--- src/rtl/btn_debounce_pkg.sv ---
`timescale 1ns/1ps
`default_nettype none
// +----------------------------------------------------------------------+
// | btn_debounce_pkg : shared state encoding, defaults, button indices   |
// | Rev 1.0                                                              |
// +----------------------------------------------------------------------+
package btn_debounce_pkg;

  typedef logic [1:0] btn_state_t;

  // Bit 1 of the encoding is the debounced level.
  localparam btn_state_t ST_LOW    = 2'b00;
  localparam btn_state_t ST_ARM_HI = 2'b01;
  localparam btn_state_t ST_HIGH   = 2'b11;
  localparam btn_state_t ST_ARM_LO = 2'b10;

  localparam int NUM_BTN_DEFAULT      = 5;
  localparam int STABLE_CNT_DEFAULT   = 3;
  localparam int REPEAT_DELAY_DEFAULT = 50;
  localparam int REPEAT_RATE_DEFAULT  = 10;

  localparam int BTN_UP    = 0;
  localparam int BTN_DOWN  = 1;
  localparam int BTN_LEFT  = 2;
  localparam int BTN_RIGHT = 3;
  localparam int BTN_START = 4;

  function automatic logic state_level(input btn_state_t st);
    return st[1];
  endfunction

endpackage
`default_nettype wire

--- src/rtl/btn_debounce_if.sv ---
`timescale 1ns/1ps
`default_nettype none
// +----------------------------------------------------------------------+
// | btn_debounce_if : raw buttons + tick in, level/pulses out            |
// | Rev 1.0                                                              |
// +----------------------------------------------------------------------+
interface btn_debounce_if
  import btn_debounce_pkg::*;
#(
  parameter int NUM_BTN = NUM_BTN_DEFAULT
);
  logic               tick_10ms;
  logic [NUM_BTN-1:0] btn_raw;
  logic [NUM_BTN-1:0] btn_level;
  logic [NUM_BTN-1:0] btn_press;
  logic [NUM_BTN-1:0] btn_release;

  modport master (
    output tick_10ms, btn_raw,
    input  btn_level, btn_press, btn_release
  );

  modport slave (
    input  tick_10ms, btn_raw,
    output btn_level, btn_press, btn_release
  );
endinterface
`default_nettype wire

--- src/rtl/btn_debounce_chan.sv ---
`timescale 1ns/1ps
`default_nettype none
// +----------------------------------------------------------------------+
// | btn_debounce_chan : synchronizer + debounce FSM for one button       |
// | Optional auto-repeat: BTN_DEBOUNCE_AUTOREPEAT_EN          Rev 1.0    |
// +----------------------------------------------------------------------+
module btn_debounce_chan
  import btn_debounce_pkg::*;
#(
  parameter int STABLE_CNT   = STABLE_CNT_DEFAULT,
  parameter int REPEAT_DELAY = REPEAT_DELAY_DEFAULT,
  parameter int REPEAT_RATE  = REPEAT_RATE_DEFAULT
) (
  input  wire logic mclk,
  input  wire logic clr,
  input  wire logic tick,
  input  wire logic raw,
  output logic      level,
  output logic      press,
  output logic      rel
);
  localparam int                CNT_W    = $clog2(STABLE_CNT + 1);
  localparam logic [CNT_W-1:0]  CNT_LAST = CNT_W'(STABLE_CNT - 1);
  localparam logic [CNT_W-1:0]  CNT_ONE  = CNT_W'(1);

  if (STABLE_CNT < 2 || REPEAT_RATE < 1 || REPEAT_RATE > REPEAT_DELAY) begin : g_bad_cfg
    $error("btn_debounce_chan: illegal STABLE_CNT/REPEAT_* configuration");
  end

  logic             sync1_q, sync2_q;
  btn_state_t       state_q, state_d;
  logic [CNT_W-1:0] cnt_q, cnt_d;
  logic             level_q, level_d;
  logic             press_q, press_d;
  logic             release_q, release_d;
  logic             accept_press;
  logic             s;

  assign s = sync2_q;

  always_comb begin
    state_d      = state_q;
    cnt_d        = cnt_q;
    accept_press = 1'b0;
    release_d    = 1'b0;
    if (tick) begin
      case (state_q)
        ST_LOW: begin
          if (s) begin
            state_d = ST_ARM_HI;
            cnt_d   = CNT_ONE;
          end
        end
        ST_ARM_HI: begin
          if (!s) begin
            state_d = ST_LOW;
            cnt_d   = '0;
          end else if (cnt_q == CNT_LAST) begin
            state_d      = ST_HIGH;
            cnt_d        = '0;
            accept_press = 1'b1;
          end else begin
            cnt_d = cnt_q + CNT_ONE;
          end
        end
        ST_HIGH: begin
          if (!s) begin
            state_d = ST_ARM_LO;
            cnt_d   = CNT_ONE;
          end
        end
        ST_ARM_LO: begin
          if (s) begin
            state_d = ST_HIGH;
            cnt_d   = '0;
          end else if (cnt_q == CNT_LAST) begin
            state_d   = ST_LOW;
            cnt_d     = '0;
            release_d = 1'b1;
          end else begin
            cnt_d = cnt_q + CNT_ONE;
          end
        end
        default: begin
          state_d = ST_LOW;
          cnt_d   = '0;
        end
      endcase
    end
    level_d = state_level(state_d);
  end

`ifdef BTN_DEBOUNCE_AUTOREPEAT_EN
  localparam int               REP_W      = $clog2(REPEAT_DELAY + 1);
  localparam logic [REP_W-1:0] REP_LAST   = REP_W'(REPEAT_DELAY - 1);
  localparam logic [REP_W-1:0] REP_RELOAD = REP_W'(REPEAT_DELAY - REPEAT_RATE);

  logic [REP_W-1:0] rep_q, rep_d;
  logic             rep_fire;

  // Only counts while settled in HIGH; entry, exit and ARM_LO all clear it.
  always_comb begin
    rep_d    = rep_q;
    rep_fire = 1'b0;
    if (tick) begin
      if (state_q == ST_HIGH && state_d == ST_HIGH) begin
        if (rep_q == REP_LAST) begin
          rep_fire = 1'b1;
          rep_d    = REP_RELOAD;
        end else begin
          rep_d = rep_q + REP_W'(1);
        end
      end else begin
        rep_d = '0;
      end
    end
  end

  always_ff @(posedge mclk) begin
    if (clr) rep_q <= '0;
    else     rep_q <= rep_d;
  end

  assign press_d = accept_press | rep_fire;
`else
  assign press_d = accept_press;
`endif

  always_ff @(posedge mclk) begin
    if (clr) begin
      sync1_q   <= 1'b0;
      sync2_q   <= 1'b0;
      state_q   <= ST_LOW;
      cnt_q     <= '0;
      level_q   <= 1'b0;
      press_q   <= 1'b0;
      release_q <= 1'b0;
    end else begin
      sync1_q   <= raw;
      sync2_q   <= sync1_q;
      state_q   <= state_d;
      cnt_q     <= cnt_d;
      level_q   <= level_d;
      press_q   <= press_d;
      release_q <= release_d;
    end
  end

  assign level = level_q;
  assign press = press_q;
  assign rel   = release_q;

endmodule
`default_nettype wire

--- src/rtl/btn_debounce.sv ---
`timescale 1ns/1ps
`default_nettype none
// +----------------------------------------------------------------------+
// | btn_debounce : NUM_BTN independent debounced button channels         |
// | Optional auto-repeat: BTN_DEBOUNCE_AUTOREPEAT_EN          Rev 1.0    |
// +----------------------------------------------------------------------+
module btn_debounce
  import btn_debounce_pkg::*;
#(
  parameter int NUM_BTN      = NUM_BTN_DEFAULT,
  parameter int STABLE_CNT   = STABLE_CNT_DEFAULT,
  parameter int REPEAT_DELAY = REPEAT_DELAY_DEFAULT,
  parameter int REPEAT_RATE  = REPEAT_RATE_DEFAULT
) (
  input  wire logic       mclk,
  input  wire logic       clr,
  btn_debounce_if.slave   bus
);
  logic [NUM_BTN-1:0] level_vec;
  logic [NUM_BTN-1:0] press_vec;
  logic [NUM_BTN-1:0] release_vec;

  for (genvar i = 0; i < NUM_BTN; i++) begin : g_chan
    btn_debounce_chan #(
      .STABLE_CNT   (STABLE_CNT),
      .REPEAT_DELAY (REPEAT_DELAY),
      .REPEAT_RATE  (REPEAT_RATE)
    ) u_chan (
      .mclk  (mclk),
      .clr   (clr),
      .tick  (bus.tick_10ms),
      .raw   (bus.btn_raw[i]),
      .level (level_vec[i]),
      .press (press_vec[i]),
      .rel   (release_vec[i])
    );
  end

  assign bus.btn_level   = level_vec;
  assign bus.btn_press   = press_vec;
  assign bus.btn_release = release_vec;

endmodule
`default_nettype wire

--- src/flat_wrapper.sv ---
// flat-port wrapper written by rule: the top's interface ports become plain ports
module btn_debounce_flat import btn_debounce_pkg::*;
#(
  parameter int NUM_BTN      = NUM_BTN_DEFAULT,
  parameter int STABLE_CNT   = STABLE_CNT_DEFAULT,
  parameter int REPEAT_DELAY = REPEAT_DELAY_DEFAULT,
  parameter int REPEAT_RATE  = REPEAT_RATE_DEFAULT
)
  (mclk, clr, bus_tick_10ms, bus_btn_raw, bus_btn_level, bus_btn_press, bus_btn_release);
  btn_debounce_if #(.NUM_BTN(NUM_BTN)) bus_i ();
  input  wire logic mclk;
  input  wire logic clr;
  input wire logic [$bits(bus_i.tick_10ms)-1:0] bus_tick_10ms;
  input wire logic [$bits(bus_i.btn_raw)-1:0] bus_btn_raw;
  output wire logic [$bits(bus_i.btn_level)-1:0] bus_btn_level;
  output wire logic [$bits(bus_i.btn_press)-1:0] bus_btn_press;
  output wire logic [$bits(bus_i.btn_release)-1:0] bus_btn_release;
  assign bus_i.tick_10ms = bus_tick_10ms;
  assign bus_i.btn_raw = bus_btn_raw;
  assign bus_btn_level = bus_i.btn_level;
  assign bus_btn_press = bus_i.btn_press;
  assign bus_btn_release = bus_i.btn_release;
  btn_debounce #(.NUM_BTN(NUM_BTN), .STABLE_CNT(STABLE_CNT), .REPEAT_DELAY(REPEAT_DELAY), .REPEAT_RATE(REPEAT_RATE)) u_core (.mclk(mclk), .clr(clr), .bus(bus_i));
endmodule
--- config.mk ---
export PLATFORM = sky130hd
export DESIGN_NAME = btn_debounce_flat
export DESIGN_NICKNAME = d
export VERILOG_FILES = /design/src/rtl/btn_debounce_pkg.sv /design/src/rtl/btn_debounce_if.sv /design/src/rtl/btn_debounce_chan.sv /design/src/rtl/btn_debounce.sv /design/src/flat_wrapper.sv
export SDC_FILE = /design/constraint.sdc
export NUM_CORES = 1
export LEC_CHECK = 0
export BUFFER_PORTS_ARGS = -buffer_cell sky130_fd_sc_hd__buf_2
export CORE_UTILIZATION = 59
export CTS_BUF_LIST = sky130_fd_sc_hd__clkbuf_2 sky130_fd_sc_hd__clkbuf_4 sky130_fd_sc_hd__clkbuf_8
export DETAILED_ROUTE_END_ITERATION = 12
export PLACE_DENSITY = 0.8
export SETUP_SLACK_MARGIN = 0.5
export SLEW_MARGIN = 5
export SYNTH_ARGS = -nofsm -noshare
export SYNTH_HDL_FRONTEND = slang
export SYNTH_SLANG_ARGS = --single-unit
--- constraint.sdc ---
create_clock -name mclk -period 3.9 [get_ports mclk]
set_input_delay 0.78 -clock mclk [delete_from_list [all_inputs] [get_ports mclk]]
set_output_delay 0.78 -clock mclk [all_outputs]
set_load 0.01 [all_outputs]
# After elaboration in Yosys (flattened, before gate mapping)
# Index checks and enable logic that the tools add are counted.
[totals] rom_bits=0 latchBits=0 memories=0 ram_bits=0 output_inout_bits=15 elab_cells=188 regBits=40
[classes] reduce_logical=25 order_cmp=0 n_addsub=5 eq_ne=40 multipliers=0 shifts=0 bitwise=16 n_mux=67 div_mod_pow=0
[op_table] cell="two-way mux 2 bit" n=52
[op_table] cell="case mux 2 bit (4 select lines)" n=10
[op_table] cell="OR reduction 4 bit" n=10
[op_table] cell="equality test 2 bit (second input constant)" n=15
[op_table] cell="!= test 3 bit (second input constant)" n=10
[op_table] cell="AND reduction 5 bit" n=5
[op_table] cell="!= test 2 bit (second input constant)" n=10
[op_table] cell="inverter 1 bit" n=16
[op_table] cell="AND reduction 3 bit" n=5
[op_table] cell="adder 2 x 1 -> 2 bit (second input constant)" n=5
[op_table] cell="equality test 2 x 1 -> 1 bit (second input constant)" n=5
[op_table] cell="zero test 2 bit" n=5
[op_table] cell="two-way mux 1 bit" n=5

# Longest topological paths before layout
# Gate-level depths: netlist (run 1).
[depth] ltp_word=5 depth_mapped=5 ltp_nobuf=5

# Hierarchy
# A second synthesis (run 1) with hierarchy kept.
[hier_totals] hier_cells=210 area_unflattened_um2=2208.4
[by_module_without_submodules] module="btn_debounce_chan" area_each_um2=441.7 seq_area_each_um2=160.2 n_inst=5 cells_each=42

# Least setup slack after synthesis (run 1)
# Ideal clock, no wire load.
[synth_path] path_type="flip-flop to flip-flop" from="register u_core.g_chan[1].u_chan.level (netlist name)" to="register u_core.g_chan[1].u_chan.cnt_q[1]" arrival_time_ns=1.553 synth_period_minus_slack_ns=1.623 stages_incl_launch_ff=6 slack_ns=2.277 setup_time_ns=0.070 path_buffers=0 cell_sequence="dfxtp_1 -> inv_1 -> ha_1 -> mux2_4 -> or4_1 -> a21oi_1"
[synth_lines] item="end signal: assignment" line_no="btn_debounce_chan.sv:142" rtl="cnt_q <= cnt_d;"
[synth_lines] item="end: declaration" line_no="btn_debounce_chan.sv:32" rtl="logic [CNT_W-1:0] cnt_q, cnt_d;"

# Worst setup path in the final report (run 1)
[layout_path] from="register u_core.g_chan[4].u_chan.state_q[1]" to="register u_core.g_chan[4].u_chan.state_q[0]"
[layout_between] elab_chain_cells=3
[layout_lines] item="start: declaration" line_no="btn_debounce_chan.sv:31" rtl="btn_state_t state_q, state_d;"
[layout_lines] item="start signal: assignment" line_no="btn_debounce_chan.sv:141" rtl="state_q <= state_d;"
[layout_lines] item="equality test 2 x 1 -> 1 bit (tied with other cells)" line_no="btn_debounce_chan.sv:47" rtl="case (state_q)"
[layout_lines] item="!= test 3 bit (no line) or != test 2 bit (tied branches)"
[layout_lines] item="AND reduction 5 bit (no line)"
# Parallel ways exist; a longest one is shown, timed or not.
# A chain may end at the register's enable or synchronous reset.

==> out/qor.csv, run 1 <==
metric,value,unit
status,"finished, final reports clean",
Longest Clk Path Bufs,2,
Sink Count,40,
Post-Syn Nets,273,
Setup WS pre-CTS,1.86,ns
IO Count,23,
Area contributors post-synth,"dfxtp_1 (35%), ha_1 (14%), mux2i_1 (7.8%)",
fin. max-slew vios,0,
FF-to-FF Start,u_core.g_chan[4].u_chan.state_q[1],
CP Buf/Inv Count,1,
share of the synthesized area in the top cell type,34.8,%
critical path arrival,1.97,ns
crit path max fanout,5,
via count of the first global-routing pass,1452,
core area,3690,sq um
max-cap check violation count,0,
Post-DP Area,2310,sq um
H-tree Lvls,2,
power per cell area,324,nW/um^2
CP cell instances,inv_1 > ha_1 > mux2_2 > a211oi_1 > mux2i_1,
Vias/cell,5.47,
Area Overhead vs Synth,3.91,%
Yosys reg bits,40,
Die Ht,64.5,um
dpl cells,284,
CTS tree,yes,
Initial Util,62.4,%
Max stage delay on crit path,0.43,ns
CTS root buf,clkbuf_8,
Critical Path RT,4.12,ns
Final #Nets,277,
crit path launch type,flip-flop,
Clock transition at path regs,0.07,ns
Lkg Pwr,0.966,nW
PortBufs,22,
Mapped Area,2300,sq um
DRT Wirelength,3650,um
RSZ-0062 raised after global routing,no,
n_diodes,0,
cts hold-fix bufs,0,
total negative setup slack,0,ns
"Slowest-stage cell, CP",a211oi_1,
Finished Layout Cells,291,
"Async S/R FF share, synth",0,%
Post-synth EDFFs,0,
Final Hold Viols,0,
worst skew pair latency,0.29,ns
fin crit share,45.0,%
crit end category,flip-flop,
Iter 0 DRT Violations,75,
first-pass GRT wire length,6300,um
number of gates resized after CTS,0,
r2r worst-path depth,5,
Final setup viols,0,
CP top delay family,multiplexers,
Final Cell Area,2390,sq um
WP depth,5,
Die X,64.5,um
Post-Synthesis Cells,239,
Routability Congestion,0.778,
Achievable Freq,0.570,GHz
"Distinct cells, synth",35,
die area,4160,sq um
Max Clock Skew,0.00519,ns
DP HPWL,2600,um
worst-margin pin slew,0.639,ns
share of layout cells above drive strength 1,16.9,%
Worst R2R Setup Slack,2.14,ns
most frequent cells in the layout,"dfxtp_1 (40), ha_1 (26), buf_2 (22)",
Synth Flop Type,dfxtp_1,
sequential area share after synthesis,34.8,%
num rows,22,
TritonRoute pass-1 iters,4,
Post-CTS Setup Bufs,0,
average wire per standard cell,12.5,um
warnings from Yosys,0,
CP Launch Point,u_core.g_chan[4].u_chan.state_q[1],
Final ANT Viol Nets,0,
CTS Buf Count,5,
fin crit period,1.76,ns
global route overflow,0,
Worst Setup EP,u_core.g_chan[4].u_chan.state_q[0],
pin count of the biggest net entering global routing,43,
"commonest non-fill, non-tap cell in the layout",dfxtp_1,
Final WS setup,2.14,ns
Hold/Removal Path Class,reg -> reg,
Via Count,1593,
"IR drop worst, VDD",0.261,mV
DRC viols,0,
Slew HR,57.4,%
"area leader, netlist",dfxtp_1,
worst flop-to-flop path endpoint,u_core.g_chan[4].u_chan.state_q[0],
Setup CP Type,reg -> reg,
gr usage total,19.6,%
fin util,64.9,%
initial antenna violation count,0,
Mapped Avg Cell Area,9.63,sq um
-- power by group --
group	internal (mW)	leakage, nW	switching [mW]	total (mW)
Combinational	0.0365	0.600	0.0416	0.0781
Clock	0.121	0.0400	0.141	0.262
Sequential	0.420	0.325	0.0133	0.434
Total	0.578	0.966	0.196	0.774
-- metrics by stage --
stage                     hold slack, ns  power [mW]
after floorplan                    0.414       0.504
after global placement             0.422       0.518
after detailed placement           0.420       0.520
after CTS                          0.438       0.778
after global routing               0.464       0.811
final                              0.438       0.774
-- per-layer routing --
layer / wire [um] / GRT usage, % / share of wire, % / up-vias
met2: 1690 / 31.8 / 46 / 36
met1: 1780 / 24.5 / 49 / 740
met5: 0 / 0 / 0 / -
li1: - / - / - / 813
met3: 154 / 7.04 / 4.2 / 4
met4: 30 / 5.00 / 0.82 / 0
-- cells in the mapped netlist, types with 5 or more instances --
cell type	instances
a211oi_1	5
nor4b_1	5
a21oi_1	10
nor2_1	11
inv_1	13
mux2_2	6
nand2b_1	14
mux2i_1	18
dfxtp_1	40
nand2_1	6
buf_4	15
ha_1	26
o21ai_0	5
clkbuf_1	6
nor3_1	6
nor2b_1	14
-- worst min-delay path by stage --
stage | from | endpoint | slack (ns) | cells after the start
2_1_floorplan | u_core.g_chan[0].u_chan.sync1_q | u_core.g_chan[0].u_chan.s | 0.41 | 1
3_3_place_gp | u_core.g_chan[3].u_chan.sync1_q | u_core.g_chan[3].u_chan.s | 0.42 | 1
3_5_place_dp | u_core.g_chan[4].u_chan.sync1_q | u_core.g_chan[4].u_chan.s | 0.42 | 1
4_1_cts | u_core.g_chan[4].u_chan.sync1_q | u_core.g_chan[4].u_chan.s | 0.44 | 1
5_1_grt | u_core.g_chan[4].u_chan.sync1_q | u_core.g_chan[4].u_chan.s | 0.46 | 1
6_report | u_core.g_chan[4].u_chan.sync1_q | u_core.g_chan[4].u_chan.s | 0.44 | 1
-- layout make-up --
type	instances	area, sq um
inverter	13	48.8
clock buffer	5	68.8
timing repair buffer	22	110
fill	322	1300
multi-input combinational	161	1290
sequential	40	801
clock inverter	2	12.5
tap	48	60.1
-- cell families (layout without fill, tap and decap cells) --
| kind of cell | Yosys count | count (layout) | synth area share, % |
|---|---|---|---|
| AOI/OAI and AO/OA | 38 | 38 | 12.1 |
| adders and majority gates | 26 | 26 | 14.1 |
| buffers and inverters | 38 | 42 | 9.13 |
| DFF | 40 | 40 | 34.8 |
| muxes | 25 | 25 | 11.4 |
| and+or+nand+nor | 72 | 72 | 18.5 |
-- registers in the layout, indices dropped and copies added, names as in the netlist --
signal,cells
u_core.g_chan.u_chan.state_q,7
u_core.g_chan.u_chan.level,3
u_core.g_chan.u_chan.press,5
u_core.g_chan.u_chan.rel,5
u_core.g_chan.u_chan.cnt_q,10
u_core.g_chan.u_chan.sync1_q,5
u_core.g_chan.u_chan.s,5
(Power assumes the default switching activity.)
==> inputs of run 2 (changes only) <==
--- a/config.mk
+++ b/config.mk
@@ -5,6 +5,7 @@
 export SDC_FILE = /design/constraint.sdc
 export NUM_CORES = 1
 export LEC_CHECK = 0
+export ABC_AREA = 1
 export BUFFER_PORTS_ARGS = -buffer_cell sky130_fd_sc_hd__buf_2
 export CORE_UTILIZATION = 59
 export CTS_BUF_LIST = sky130_fd_sc_hd__clkbuf_2 sky130_fd_sc_hd__clkbuf_4 sky130_fd_sc_hd__clkbuf_8
==> constraint.sdc (replaced) <==
create_clock -name mclk -period 1.75 [get_ports mclk]
set_input_delay 0.35 -clock mclk [delete_from_list [all_inputs] [get_ports mclk]]
set_output_delay 0.35 -clock mclk [all_outputs]
set_load 0.01 [all_outputs]
==> out/qor.csv, run 2 <==
metric,value,unit
share of layout cells above drive strength 1,33.4,%
pin count of the biggest net entering global routing,19,
Hold/Removal Path Class,in -> reg,
via count of the first global-routing pass,1694,
Post-Syn Nets,370,
Max stage delay on crit path,0.36,ns
RSZ-0062 raised after global routing,yes,
max-cap check violation count,0,
fin util,75.6,%
critical path arrival,0.91,ns
"commonest non-fill, non-tap cell in the layout",nand2_1,
Iter 0 DRT Violations,65,
Mapped Area,2330,sq um
cts hold-fix bufs,0,
Largest Register,u_core.g_chan.u_chan.cnt_q,
Slew HR,80.5,%
initial antenna violation count,0,
Final Hold Viols,0,
Worst R2R Setup Slack,0.50,ns
share of the synthesized area in the top cell type,34.4,%
PortBufs,22,
Largest register FFs,10,
CTS tree,yes,
Setup CP Type,reg -> out,
core area,3720,sq um
Final WS setup,0.486,ns
Achievable Freq,0.791,GHz
CTS root buf,clkbuf_8,
Routability Congestion,0.823,
"Distinct cells, synth",17,
most frequent cells in the layout,"nand2_1 (62), nor2_1 (48), inv_1 (41)",
CP cell instances,buf_4 > buf_6,
DRC viols,0,
die area,4200,sq um
Final ANT Viol Nets,0,
CTS Buf Count,5,
worst skew pair latency,0.29,ns
Final setup viols,0,
Area contributors post-synth,"dfxtp_1 (34%), ha_1 (14%), nand2_1 (13%)",
Synth Flop Type,dfxtp_1,
Mapped Avg Cell Area,6.93,sq um
power per cell area,913,nW/um^2
IO Count,23,
first-pass GRT wire length,6970,um
crit end category,output port,
top flop regs,"u_core.g_chan.u_chan.cnt_q x10, u_core.g_chan.u_chan.state_q x7",
Final #Nets,386,
Vias/cell,4.85,
Longest Clk Path Bufs,2,
Via Count,1946,
total negative setup slack,0,ns
Clock transition at path regs,0.08,ns
most frequent cells after synthesis,"nand2_1 (78), inv_1 (56), nor2_1 (55)",
"area leader, netlist",dfxtp_1,
Initial Util,62.6,%
crit path launch type,flip-flop,
Die X,64.8,um
Max Clock Skew,0.00696,ns
fin crit share,72.2,%
TritonRoute pass-1 iters,4,
Critical Path RT,1.40,ns
Layout fillers,272,
Post-synth EDFFs,0,
Sink Count,40,
crit path max fanout,4,
gr usage total,21.3,%
"Async S/R FF share, synth",0,%
warnings from Yosys,0,
DP HPWL,2860,um
CP top delay family,flip-flops,
Lkg Pwr,1.26,nW
num rows,22,
fin. max-slew vios,0,
"IR drop worst, VDD",0.510,mV
status,"finished, final reports clean",
n_diodes,0,
average wire per standard cell,11.1,um
Die Ht,64.8,um
most common cell in the netlist,nand2_1,
total chip power,2.56,mW
worst-margin pin slew,0.293,ns
H-tree Lvls,2,
fin crit period,1.26,ns
Yosys reg bits,40,
Setup WS pre-CTS,0.359,ns
"Slowest-stage cell, CP",dfxtp_4,
CP Buf/Inv Count,2,
DRT Wirelength,4470,um
Post-Synthesis Cells,336,
global route overflow,0,
sequential area share after synthesis,34.4,%
Area Overhead vs Synth,20.6,%
==> run 2: layout make-up <==
class,count,area (sq um),area share [%]
multi-input cells,221,1420,50.5
flip-flops and latches,40,836,29.8
inverters,57,228,8.11
repair buffers,27,154,5.48
clock buffers,6,76.3,2.72
well taps,48,60.1,2.14
clock inverters,2,35.0,1.25
==> run 2: worst paths after layout <==
path | to | cells past startpoint | start
hold reg to reg | u_core.g_chan[0].u_chan.s | 2 | u_core.g_chan[0].u_chan.sync1_q
setup reg to reg | u_core.g_chan[4].u_chan.state_q[1] | 8 | u_core.g_chan[4].u_chan.state_q[1]
setup / recovery | bus_btn_level[1] | 2 | u_core.g_chan[1].u_chan.level
hold / removal | u_core.g_chan[1].u_chan.sync1_q | 3 | bus_btn_raw[1]
==> run 2: what timing repair did <==
action	4_1_cts	5_1_grt
pin swaps	3	27
gates resized for setup	22	76
endpoints found under the hold margin	0	0
setup buffers	0	5
endpoints found under the setup margin	21	22
==> run 2: layer usage <==
| metal | track usage, % | up-vias | wire [um] |
|---|---|---|---|
| met1 | 24.9 | 868 | 2050 |
| met5 | 0 | - | 0 |
| met3 | 4.40 | 11 | 106 |
| met2 | 36.6 | 29 | 2220 |
| met4 | 10.0 | 0 | 94 |
| li1 | - | 1038 | - |
==> run 2: power breakdown <==
group          internal (mW)  leakage (nW)  total [mW]  switching [mW]
logic                  0.317         0.867       0.757           0.441
registers              0.984         0.334        1.07          0.0833
clock network          0.438        0.0586       0.739           0.301
total                   1.74          1.26        2.56           0.825
==> run 2: logic make-up after synthesis <==
logic type	count (synthesis)	share of synthesized area (%)
buf+inv	75	15.0
fa+ha+maj	26	14.0
compound gates	25	5.38
simple gates	170	31.2
flops	40	34.4
==> run 2: worst min-delay path: stages <==
cell and delay (ns):
buf_2 0.07, inv_1 0.03, nor2_1 0.06
==> run 2: stage by stage <==
step	instance area (sq um)	cells	hold slack [ns]
5_1_grt	2810	401	0.264
4_1_cts	2560	396	0.258
2_1_floorplan	2330	336	0.388
3_5_place_dp	2360	388	0.392
3_3_place_gp	2360	388	0.390
6_report	2810	401	0.262
==> inputs of run 3 (changes only) <==
==> constraint.sdc (replaced) <==
create_clock -name mclk -period 1.2 [get_ports mclk]
set_input_delay 0.24 -clock mclk [delete_from_list [all_inputs] [get_ports mclk]]
set_output_delay 0.24 -clock mclk [all_outputs]
set_load 0.01 [all_outputs]
==> out/qor.csv, run 3 (synthesized netlist as in run 2, its figures left out) <==
metric,value,unit
Achievable Freq,0.790,GHz
TritonRoute pass-1 iters,4,
IO Count,23,
"IR drop worst, VDD",0.942,mV
Clock transition at path regs,0.08,ns
power per cell area,1190,nW/um^2
cts hold-fix bufs,0,
via count of the first global-routing pass,1873,
Final #Nets,403,
CTS tree,yes,
Largest Register,u_core.g_chan.u_chan.cnt_q,
crit end category,flip-flop,
average wire per standard cell,13.4,um
Max stage delay on crit path,0.38,ns
pin count of the biggest net entering global routing,14,
Vias/cell,5.11,
first-pass GRT wire length,7870,um
gr usage total,24.2,%
total negative setup slack,-0.354,ns
DP HPWL,3160,um
Die Ht,64.8,um
Final WS setup,-0.0659,ns
most frequent cells in the layout,"nand2_1 (45), nor2_1 (42), inv_1 (33)",
CTS Buf Count,5,
PortBufs,22,
"Slowest-stage cell, CP",dfxtp_4,
"Top cell by count, worst path",nand2_2,
CP cell instances,ha_4 > nand2_2 > nand2_2 > nor2_4 > nand3_1 > nand2_1 > nor2_1,
Iter 0 DRT Violations,59,
fin crit share,105,%
Area Overhead vs Synth,41.1,%
DRT Wirelength,5570,um
RSZ-0062 raised after global routing,yes,
initial antenna violation count,0,
Longest Clk Path Bufs,2,
Critical Path RT,1.38,ns
failing checks,setup timing,
Routability Congestion,0.784,
global route overflow,0,
core area,3720,sq um
sequential fraction of design power,41.1,%
Initial Util,62.6,%
Hold/Removal Path Class,in -> reg,
critical path arrival,1.45,ns
max-cap check violation count,0,
crit path launch type,flip-flop,
Gate power share,36.8,%
Slew HR,79.3,%
Final ANT Viol Nets,0,
Die X,64.8,um
worst skew pair latency,0.29,ns
status,"complete, but fails checks",
Setup CP Type,reg -> reg,
Final setup viols,17,
CTS root buf,clkbuf_8,
Sink Count,40,
die area,4200,sq um
Largest register FFs,10,
Via Count,2129,
top flop regs,"u_core.g_chan.u_chan.cnt_q x10, u_core.g_chan.u_chan.state_q x7",
Clk pwr share,22.2,%
share of layout cells above drive strength 1,54.2,%
Final Hold Viols,0,
Switching Fraction,35.8,%
"commonest non-fill, non-tap cell in the layout",nand2_1,
Lkg Pwr,1.39,nW
DRC viols,0,
fin. max-slew vios,0,
Internal Power,2.51,mW
fin crit period,1.27,ns
n_diodes,0,
total chip power,3.91,mW
num rows,22,
crit path max fanout,6,
H-tree Lvls,2,
Max Clock Skew,0.00791,ns
switching pwr,1.40,mW
worst-margin pin slew,0.310,ns
run 3: changes by cell type in the layout (fill, tap and decap cells not counted), moves of 9 or more:
cell | previous run | this run
buf_4 | 5 | 17
nand2_1 | 62 | 45
ha_4 | 7 | 16
ha_1 | 13 | 4
buf_6 | 1 | 13
nand2_2 | 16 | 30
run 3: routing by layer:
layer | global-route usage (%) | part of all wire (%) | wire [um]
met3 | 3.87 | 3.8 | 214
met2 | 41.3 | 49 | 2740
met5 | 0 | 0 | 0
met4 | 10.0 | 3.4 | 187
met1 | 29.8 | 44 | 2430
run 3: worst paths after layout:
check,from,end,slack (ns),cells after the start
setup / recovery,u_core.g_chan[2].u_chan.state_q[0],u_core.g_chan[2].u_chan.state_q[1],-0.07,7
hold / removal,bus_btn_raw[4],u_core.g_chan[4].u_chan.sync1_q,0.16,3
setup reg to reg,u_core.g_chan[2].u_chan.state_q[0],u_core.g_chan[2].u_chan.state_q[1],-0.07,7
hold reg to reg,u_core.g_chan[0].u_chan.sync1_q,u_core.g_chan[0].u_chan.s,0.40,2
run 3: power by group through the flow:
stage	registers (mW)	logic [mW]	clock network, mW
2_1_floorplan	1.59	0.852	0
3_3_place_gp	1.61	0.981	0
3_5_place_dp	1.61	1.00	0
4_1_cts	1.58	1.19	0.880
5_1_grt	1.62	1.56	0.936
6_report	1.61	1.44	0.867
run 3: timing repair:
item	CTS	global route
resized for setup	32	65
setup buffers	11	9
endpoints found under the setup margin	45	45
pin swaps	23	27
run 3: area by class of cell:
cell class / instances / area, sq um
well taps: 48 / 60.1
multi-input cells: 221 / 1700
flip-flops and latches: 40 / 848
fillers: 191 / 432
inverters: 57 / 249
clock buffers: 6 / 76.3
clock inverters: 1 / 5.00
repair buffers: 44 / 344
run 3: stage by stage:
stage | hold slack, ns | cells | worst slack [ns] | instance area, sq um | utilization (%)
5_1_grt | 0.155 | 417 | -0.159 | 3280 | 88.4
2_1_floorplan | 0.309 | 336 | 0.107 | 2650 | -
3_3_place_gp | 0.389 | 390 | 0.0264 | 2690 | 72.4
3_5_place_dp | 0.395 | 390 | -0.00440 | 2690 | 72.4
6_report | 0.156 | 417 | -0.0659 | 3280 | 88.4
4_1_cts | 0.148 | 408 | 0.00108 | 2980 | 80.2
run 3: worst max-delay path: cells and delay by family (launching register included):
family,cells,cell delay (ns)
fa+ha+maj,1,0.17
flops,1,0.38
simple gates,6,0.60
